==> src/rtl/uart_rx_ctrl.sv <==
// uart_rx_ctrl: bus-mapped UART receive controller with baud programming,
// receive FIFO, sticky overrun status and level interrupt.
module uart_rx_ctrl #(
    parameter int          FIFO_DEPTH = 8,
    parameter logic [13:0] BAUD_RESET = 14'd9600
) (
    input  logic        clk,
    input  logic        reset,
    input  logic        bus_sel,
    input  logic        bus_we,
    input  logic [3:0]  bus_addr,
    input  logic [31:0] bus_wdata,
    output logic [31:0] bus_rdata,
    output logic        bus_ready,
    input  logic        rx_done,
    input  logic [7:0]  rx_data,
    output logic [13:0] baudrate_reg,
    output logic        rx_reset,
    output logic        irq
);
    localparam int AW = $clog2(FIFO_DEPTH);
    localparam int CW = AW + 1;

    logic [7:0]    mem [FIFO_DEPTH];
    logic [AW-1:0] wr_ptr, rd_ptr;
    logic [CW-1:0] count;
    logic          rx_en, irq_en, overrun, rx_done_q;
    logic [1:0]    baud_hold;
    logic          rd, wr, sel_data, sel_stat, sel_ctrl, sel_baud;
    logic          full, not_empty, pop, push, accept, flush, baud_wr;
    logic [31:0]   rdata_next;
    logic          unused;

    assign rd        = bus_sel & ~bus_we;
    assign wr        = bus_sel & bus_we;
    assign sel_data  = bus_addr == 4'h0;
    assign sel_stat  = bus_addr == 4'h4;
    assign sel_ctrl  = bus_addr == 4'h8;
    assign sel_baud  = bus_addr == 4'hC;
    assign full      = count == CW'(FIFO_DEPTH);
    assign not_empty = count != '0;
    assign pop       = rd & sel_data & not_empty;
    assign push      = rx_done & ~rx_done_q & rx_en & ~rx_reset;
    assign flush     = wr & sel_ctrl & bus_wdata[2];
    // a pop in the same cycle frees the slot, so a full FIFO can still accept
    assign accept    = push & (~full | pop) & ~flush;
    // zero would make the receiver divide by zero
    assign baud_wr   = wr & sel_baud & (bus_wdata[13:0] != 14'd0);
    assign rx_reset  = ~rx_en | (baud_hold != 2'd0);
    assign unused    = ^bus_wdata[31:14];

    always_comb begin
        rdata_next = sel_data ? (not_empty ? {23'd0, 1'b1, mem[rd_ptr]} : 32'd0)
                   : sel_stat ? 32'({count, 1'b0, overrun, full, not_empty})
                   : sel_ctrl ? {30'd0, irq_en, rx_en}
                   : sel_baud ? {18'd0, baudrate_reg}
                   : 32'd0;
    end

    always_ff @(posedge clk) begin
        if (accept) mem[wr_ptr] <= rx_data;
    end

    always_ff @(posedge clk) begin
        if (reset) begin
            bus_rdata    <= '0;
            bus_ready    <= 1'b0;
            baudrate_reg <= BAUD_RESET;
            irq          <= 1'b0;
            rx_en        <= 1'b0;
            irq_en       <= 1'b0;
            overrun      <= 1'b0;
            rx_done_q    <= 1'b0;
            baud_hold    <= 2'd0;
            wr_ptr       <= '0;
            rd_ptr       <= '0;
            count        <= '0;
        end else begin
            bus_ready <= bus_sel;
            bus_rdata <= rd ? rdata_next : 32'd0;
            irq       <= irq_en & not_empty;
            rx_done_q <= rx_reset ? 1'b0 : rx_done;
            baud_hold <= baud_wr ? 2'd2 : baud_hold - {1'b0, |baud_hold};
            overrun   <= (push & full & ~pop & ~flush) | (overrun & ~(wr & sel_stat & bus_wdata[2]));
            if (wr & sel_ctrl) {irq_en, rx_en} <= bus_wdata[1:0];
            if (baud_wr) baudrate_reg <= bus_wdata[13:0];
            if (flush) begin
                wr_ptr <= '0;
                rd_ptr <= '0;
                count  <= '0;
            end else begin
                if (accept) wr_ptr <= wr_ptr + AW'(1);
                if (pop) rd_ptr <= rd_ptr + AW'(1);
                count <= count + CW'(accept) - CW'(pop);
            end
        end
    end
endmodule

==> config.mk <==
export PLATFORM = sky130hd
export DESIGN_NAME = uart_rx_ctrl
export DESIGN_NICKNAME = d
export VERILOG_FILES = /design/src/rtl/uart_rx_ctrl.sv
export SDC_FILE = /design/constraint.sdc
export NUM_CORES = 1
export LEC_CHECK = 0
export CAP_MARGIN = 15
export CORE_MARGIN = 8
export CORE_UTILIZATION = 55
export DETAILED_ROUTE_END_ITERATION = 10
export PLACE_DENSITY = 0.85
export SYNTH_ARGS = -nofsm -noshare
export SYNTH_HDL_FRONTEND = slang
export SYNTH_SLANG_ARGS = --single-unit
==> constraint.sdc <==
create_clock -name clk -period 4.77 [get_ports clk]
set_input_delay 0.954 -clock clk [delete_from_list [all_inputs] [get_ports clk]]
set_output_delay 0.954 -clock clk [all_outputs]
set_load 0.02 [all_outputs]
==> metrics.txt, run 1 <==
outcome=complete, no violations; Hold Violations, Final=0; Filler cells=571; Final Skew=0.00657 ns; Hold Path Sink=baud_hold[0]; Max VDD drop=347 µV; Post-route DRC=0; count leader, synth=edfxtp_1; Finished Cell Area=0.00601 mm²; largest net degree at the start of global routing=40; Final Setup Violations=0; Cell variety after synth=51; sequential share of power=44.5%; Critical Path End Type=flop; Reg2Reg Setup Slack=1.93 ns; clock power share=51.9%; starting density of the core=55.7%; register area share after synthesis=61.0%; Nets=473; Worst slew margin=27.2%; Gate power share=3.6%; switching share of total power=21.8%; Synth Register Bits=113; CTS clk-pin slew, worst paths=0.06 ns; clk_lat worst skew=0.52 ns; DIE WIDTH=109 µm; global route total overflow=0; post-CTS setup buffers=0; RSZ-0062 raised after global routing=no; Cells after Synth=342; average cell area after synthesis=13.9 µm²; drt via density=5.45; Reg2Reg Capture Point=count[2]; Sw Pwr=506 µW; vias in the first global route=3006; Least-Margin Pin Slew=1.08 ns; post-synth top area cell=edfxtp_1; htree depth=4; Setup TNS Final=0 ns; part of the cycle the worst path needs=73.4%; vias=2921; critical-path maximum fanout=8; P_int=1810 µW; TritonCTS clock tree=done; routed wire length=10.1 mm; die area=0.0119 mm²; largest cells by area after synthesis=edfxtp_1, dfxtp_1, mux2i_1, mux4_2, buf_4; ANT nets after route=0; share of the synthesized area in the top cell type=40.4%; top-level port count=98; # diodes=0; worst r2r src=rx_en; async set or reset register ratio after synthesis=0%; drt pass-1 iters=4; CTS Root Cell=clkbuf_8; Most used DFF post-synth=edfxtp_1; hold_buf cts=0; wire per inst=18.8 µm; DR iter-0 viols=130; Hold Path Class=reg -> reg; flip-flop count of the largest register after layout=64; total CTS buffers=17; critical path type=in -> reg; WHS Path Cells=1; Arr. time, crit path=3.90 ns; # clock sinks=113; most instantiated cells after synthesis=edfxtp_1, dfxtp_1, mux2i_1, nand2b_1, nor2_1; IO Port Bufs=61; fmax=286 MHz; Pleak=0.00207 µW; Required @ worst endpoint=5.17 ns; Rows=34; count of pins over their slew limit=0; Die Span Y=109 µm; min Tclk post-route=3.50 ns; gpl congestion=0.799; Startpoint Class=input port; Max-cap violations=0; PD cells=386 mW/mm²; Synth Cell Area=0.00476 mm²; post_cts resized=0; share of post-route cells with drive strength above 1=16.1%; global-route wire length before repair=15.5 mm; Core ar.=0.00855 mm²; maximum root-to-sink buffer count=2; antenna violations before repair=0; Area Growth Syn to Fin=26.1%; Post-synth EDFFs=64; reg2reg path depth=10; DP Area=0.00543 mm²; min-delay src=baud_hold[0]; synth warn=0; Global Route Usage Sum=17.6%; dpl hpwl=6.87 mm
worst max-delay path, cell delays in order:
cell and delay, ns:
clkdlybuf4s50_1 0.54, and3_1 0.30, a2111oi_2 0.71, nand2_4 0.19
ha_1 0.32, inv_1 0.06, ha_1 0.17, inv_1 0.07
fa_1 0.39, xor2_1 0.17, nor2_1 0.06
through the flow:
step	setup slack (ns)	hold WS (ns)	power [µW]	utilization, %	cells
4_1_cts	1.30	0.455	2330	70.2	535
3_5_place_dp	0.757	0.448	1130	63.5	503
3_3_place_gp	0.877	0.433	1130	63.5	503
6_report	1.27	0.453	2320	70.3	536
2_1_floorplan	1.59	0.425	1100	-	359
5_1_grt	1.11	0.492	2380	70.3	536
worst max-delay path by stage:
| stage | startpoint | endpoint | cells after the start |
|---|---|---|---|
| 6_report | bus_sel | count[2] | 11 |
| 5_1_grt | bus_sel | count[2] | 11 |
| 4_1_cts | bus_sel | count[2] | 11 |
| 3_5_place_dp | bus_sel | count[2] | 11 |
| 3_3_place_gp | bus_sel | count[2] | 11 |
| 2_1_floorplan | bus_addr[1] | mem[0][0] | 4 |
power groups by stage:
stage	Combinational, µW	Sequential, µW	Clock (µW)
after detailed placement	81.7	1050	0
final	83.4	1030	1200
after global placement	80.2	1050	0
after CTS	82.8	1030	1220
after global routing	89.5	1030	1260
after floorplan	45.7	1050	0
metal layers:
metal | vias up | wire, µm | GRT usage, % | part of all wire [%]
li1 | 1381 | - | - | -
met1 | 1408 | 4270 | 20.2 | 42
met2 | 114 | 4750 | 29.1 | 47
met3 | 18 | 910 | 6.97 | 9.0
met4 | 0 | 150 | 6.55 | 1.5
met5 | - | 0 | 0 | 0
layout make-up:
class	count	area [µm²]	area share [%]
flip-flops and latches	113	2900	48.3
multi-input cells	206	1700	28.2
repair buffers	69	668	11.1
clock buffers	17	414	6.89
clock inverters	15	161	2.69
well taps	108	135	2.25
inverters	8	30.0	0.500
cells by family after synthesis:
group | Yosys count | synth area share, %
fa+ha+maj | 9 | 2.52
compound gates | 25 | 4.23
flops | 113 | 61.0
mux | 48 | 13.8
other cells | 1 | 0.0787
xor+xnor | 4 | 0.736
simple gates | 102 | 12.9
buf+inv | 40 | 4.78
cell usage in the layout (no fill, tap or decap), types with 12 or more instances in the layout:
master           netlist  layout
edfxtp_1              64      64
clkdlybuf4s50_1        0      61
dfxtp_1               49      49
mux2i_1               34      34
nor2_1                22      22
nand2b_1              22      22
conb_1                 1      18
clkbuf_16              0      16
mux4_2                14      14
nand2_1               12      12
(Power assumes the default switching activity.)
==> inputs of run 2 (changes only) <==
--- a/config.mk
+++ b/config.mk
@@ -7,9 +7,9 @@
 export LEC_CHECK = 0
 export CAP_MARGIN = 15
 export CORE_MARGIN = 8
-export CORE_UTILIZATION = 55
+export CORE_UTILIZATION = 46
 export DETAILED_ROUTE_END_ITERATION = 10
-export PLACE_DENSITY = 0.85
+export PLACE_DENSITY = 0.76
 export SYNTH_ARGS = -nofsm -noshare
 export SYNTH_HDL_FRONTEND = slang
 export SYNTH_SLANG_ARGS = --single-unit
==> constraint.sdc (replaced) <==
create_clock -name clk -period 3.1 [get_ports clk]
set_input_delay 0.62 -clock clk [delete_from_list [all_inputs] [get_ports clk]]
set_output_delay 0.62 -clock clk [all_outputs]
set_load 0.02 [all_outputs]
==> metrics.txt, run 2 (synthesis results as in run 1) <==
outcome=complete, no violations; post_cts resized=0 (unchanged); Critical Path End Type=flop; RSZ-0062 raised after global routing=no; vias=3023 (+3.5%); Filler cells=791 (+39%); Pleak=0.00220 µW (+6.2%); critical path type=in -> reg; Arr. time, crit path=3.14 ns (-0.76 ns); Required @ worst endpoint=3.49 ns (-1.68 ns); DIE WIDTH=118 µm (+8.0%); M3 GR Usage=5.61% (-1.4 points); ANT nets after route=0 (unchanged); CTS clk-pin slew, worst paths=0.06 ns (about the same); switching share of total power=23.1% (+1.3 points); Worst slew margin=39.7% (+13 points); largest net degree at the start of global routing=39 (-2.5%); P_int=2740 µW (+51%); hold_buf cts=0 (unchanged); total power draw=3560 µW (+54%); global-route wire length before repair=16.7 mm (+7.7%); gpl congestion=0.788 (-1.5%); # clock sinks=113 (unchanged); Max-cap violations=0 (unchanged); share of post-route cells with drive strength above 1=20.6% (+4.5 points); worst r2r src=count[2]; met1 Use GR=19.0% (-1.2 points); Die Span Y=118 µm (+8.0%); # diodes=0 (unchanged); Area Growth Syn to Fin=30.5%; Reg2Reg Setup Slack=0.53 ns (-1.40 ns); fmax=364 MHz; PD cells=573 mW/mm² (+48%); count of pins over their slew limit=0 (unchanged); post-CTS setup buffers=0 (unchanged); Core ar.=0.0102 mm² (+19%); DP Worst Slack=-0.151 ns (-0.908 ns); final core area utilization=61.0% (-9.2 points); most common cell after layout, fill and taps aside=edfxtp_1; Sw Pwr=824 µW (+63%); IO Port Bufs=61 (unchanged); gr busiest metal=met2; top-level port count=98 (unchanged); sequential share of power=44.6% (about the same); Reg2Reg Capture Point=count[2]; part of the cycle the worst path needs=88.7%; flip-flop count of the largest register after layout=64 (unchanged); global route total overflow=0 (unchanged); vias in the first global route=3172 (+5.5%); antenna violations before repair=0 (unchanged); Hold Path Class=reg -> reg; drt pass-1 iters=5 (+1); Max VDD drop=501 µV (+44%); maximum root-to-sink buffer count=2 (unchanged); setup ws final=0.350 ns (-0.921 ns); Nets=497 (+5.1%); hold slack=0.453 ns (-0.000630 ns); clock power share=51.4% (-0.5 points); grt met2 use=24.2% (-4.9 points); most frequent cells in the layout=edfxtp_1, clkdlybuf4s50_1, dfxtp_1; Hold Violations, Final=0 (unchanged); DR iter-0 viols=248 (+91%); Final Setup Violations=0 (unchanged); Post-route DRC=0 (unchanged); Gate power share=4.0% (+0.4 points); FF+latch area=0.00290 mm² (unchanged); TritonCTS clock tree=done; Least-Margin Pin Slew=0.903 ns (-0.179 ns); wire per inst=17.6 µm (-6.4%); htree depth=4 (unchanged); clk_lat worst skew=0.51 ns (about the same); routed wire length=10.3 mm (+2.7%); critical-path maximum fanout=3 (-5); Final Skew=0.00832 ns (+0.00175 ns); Startpoint Class=input port; CP endpoint=count[2]; Setup crit start=bus_addr[1]; dpl hpwl=7.12 mm (+3.6%); area of the multi-input gates=0.00170 mm² (unchanged); CTS Root Cell=clkbuf_8; drt via density=5.14 (-5.7%); Rows=37 (+8.8%); die area=0.0139 mm² (+17%); reg2reg path depth=12 (+2); Global Route Usage Sum=15.3% (-2.3 points); starting density of the core=46.8% (-8.9 points); min Tclk post-route=2.75 ns; total CTS buffers=17 (unchanged)
==> run 2: metal layers <==
layer | vias to the layer above | share of wire (%)
met3 | 6 | 7.3
met5 | - | 0
li1 | 1429 | -
met1 | 1469 | 45
met2 | 119 | 47
met4 | 0 | 0.78
==> run 2: final cells by class <==
cell class                      instances  share of cell area, %
Timing Repair Buffer                   93                   13.7
Multi-Input combinational cell        206                   27.3
Tap cell                              136                   2.74
Clock buffer                           17                   6.67
Sequential cell                       113                   46.7
Clock inverter                         15                   2.42
Inverter                                8                  0.483
==> run 2: power by group through the flow <==
stage	Clock (µW)	Sequential, µW	Combinational (µW)
floorplan	0	1620	70.3
global placement	0	1620	136
detailed placement	0	1620	139
CTS	1860	1590	141
global route	1920	1590	153
finish	1830	1590	142
==> run 2: how the worst min path moves through the flow <==
stage / slack [ns] / to / start / cells past startpoint
2_1_floorplan: 0.42 / baud_hold[0] / baud_hold[0] / 1
3_3_place_gp: 0.43 / baud_hold[0] / baud_hold[0] / 1
3_5_place_dp: 0.45 / baud_hold[0] / baud_hold[0] / 1
4_1_cts: 0.46 / baud_hold[0] / baud_hold[0] / 1
5_1_grt: 0.47 / baud_hold[0] / baud_hold[0] / 1
6_report: 0.45 / baud_hold[0] / baud_hold[0] / 1
==> run 2: worst max-delay path, cell delays in order <==
cell and delay [ns]:
clkdlybuf4s50_1 0.47, or4_4 0.59, o311ai_4 0.30, nand2_4 0.07, ha_1 0.27, inv_1 0.05
ha_1 0.15, inv_1 0.06, fa_1 0.37, xor2_1 0.13, nor2_1 0.05
==> run 2: metrics by stage <==
stage | area (µm²) | instances | setup TNS [ns]
2_1_floorplan | 4830 | 359 | 0
3_3_place_gp | 5650 | 556 | -0.207
3_5_place_dp | 5650 | 556 | -0.351
4_1_cts | 6210 | 588 | 0
5_1_grt | 6210 | 588 | 0
6_report | 6210 | 588 | 0
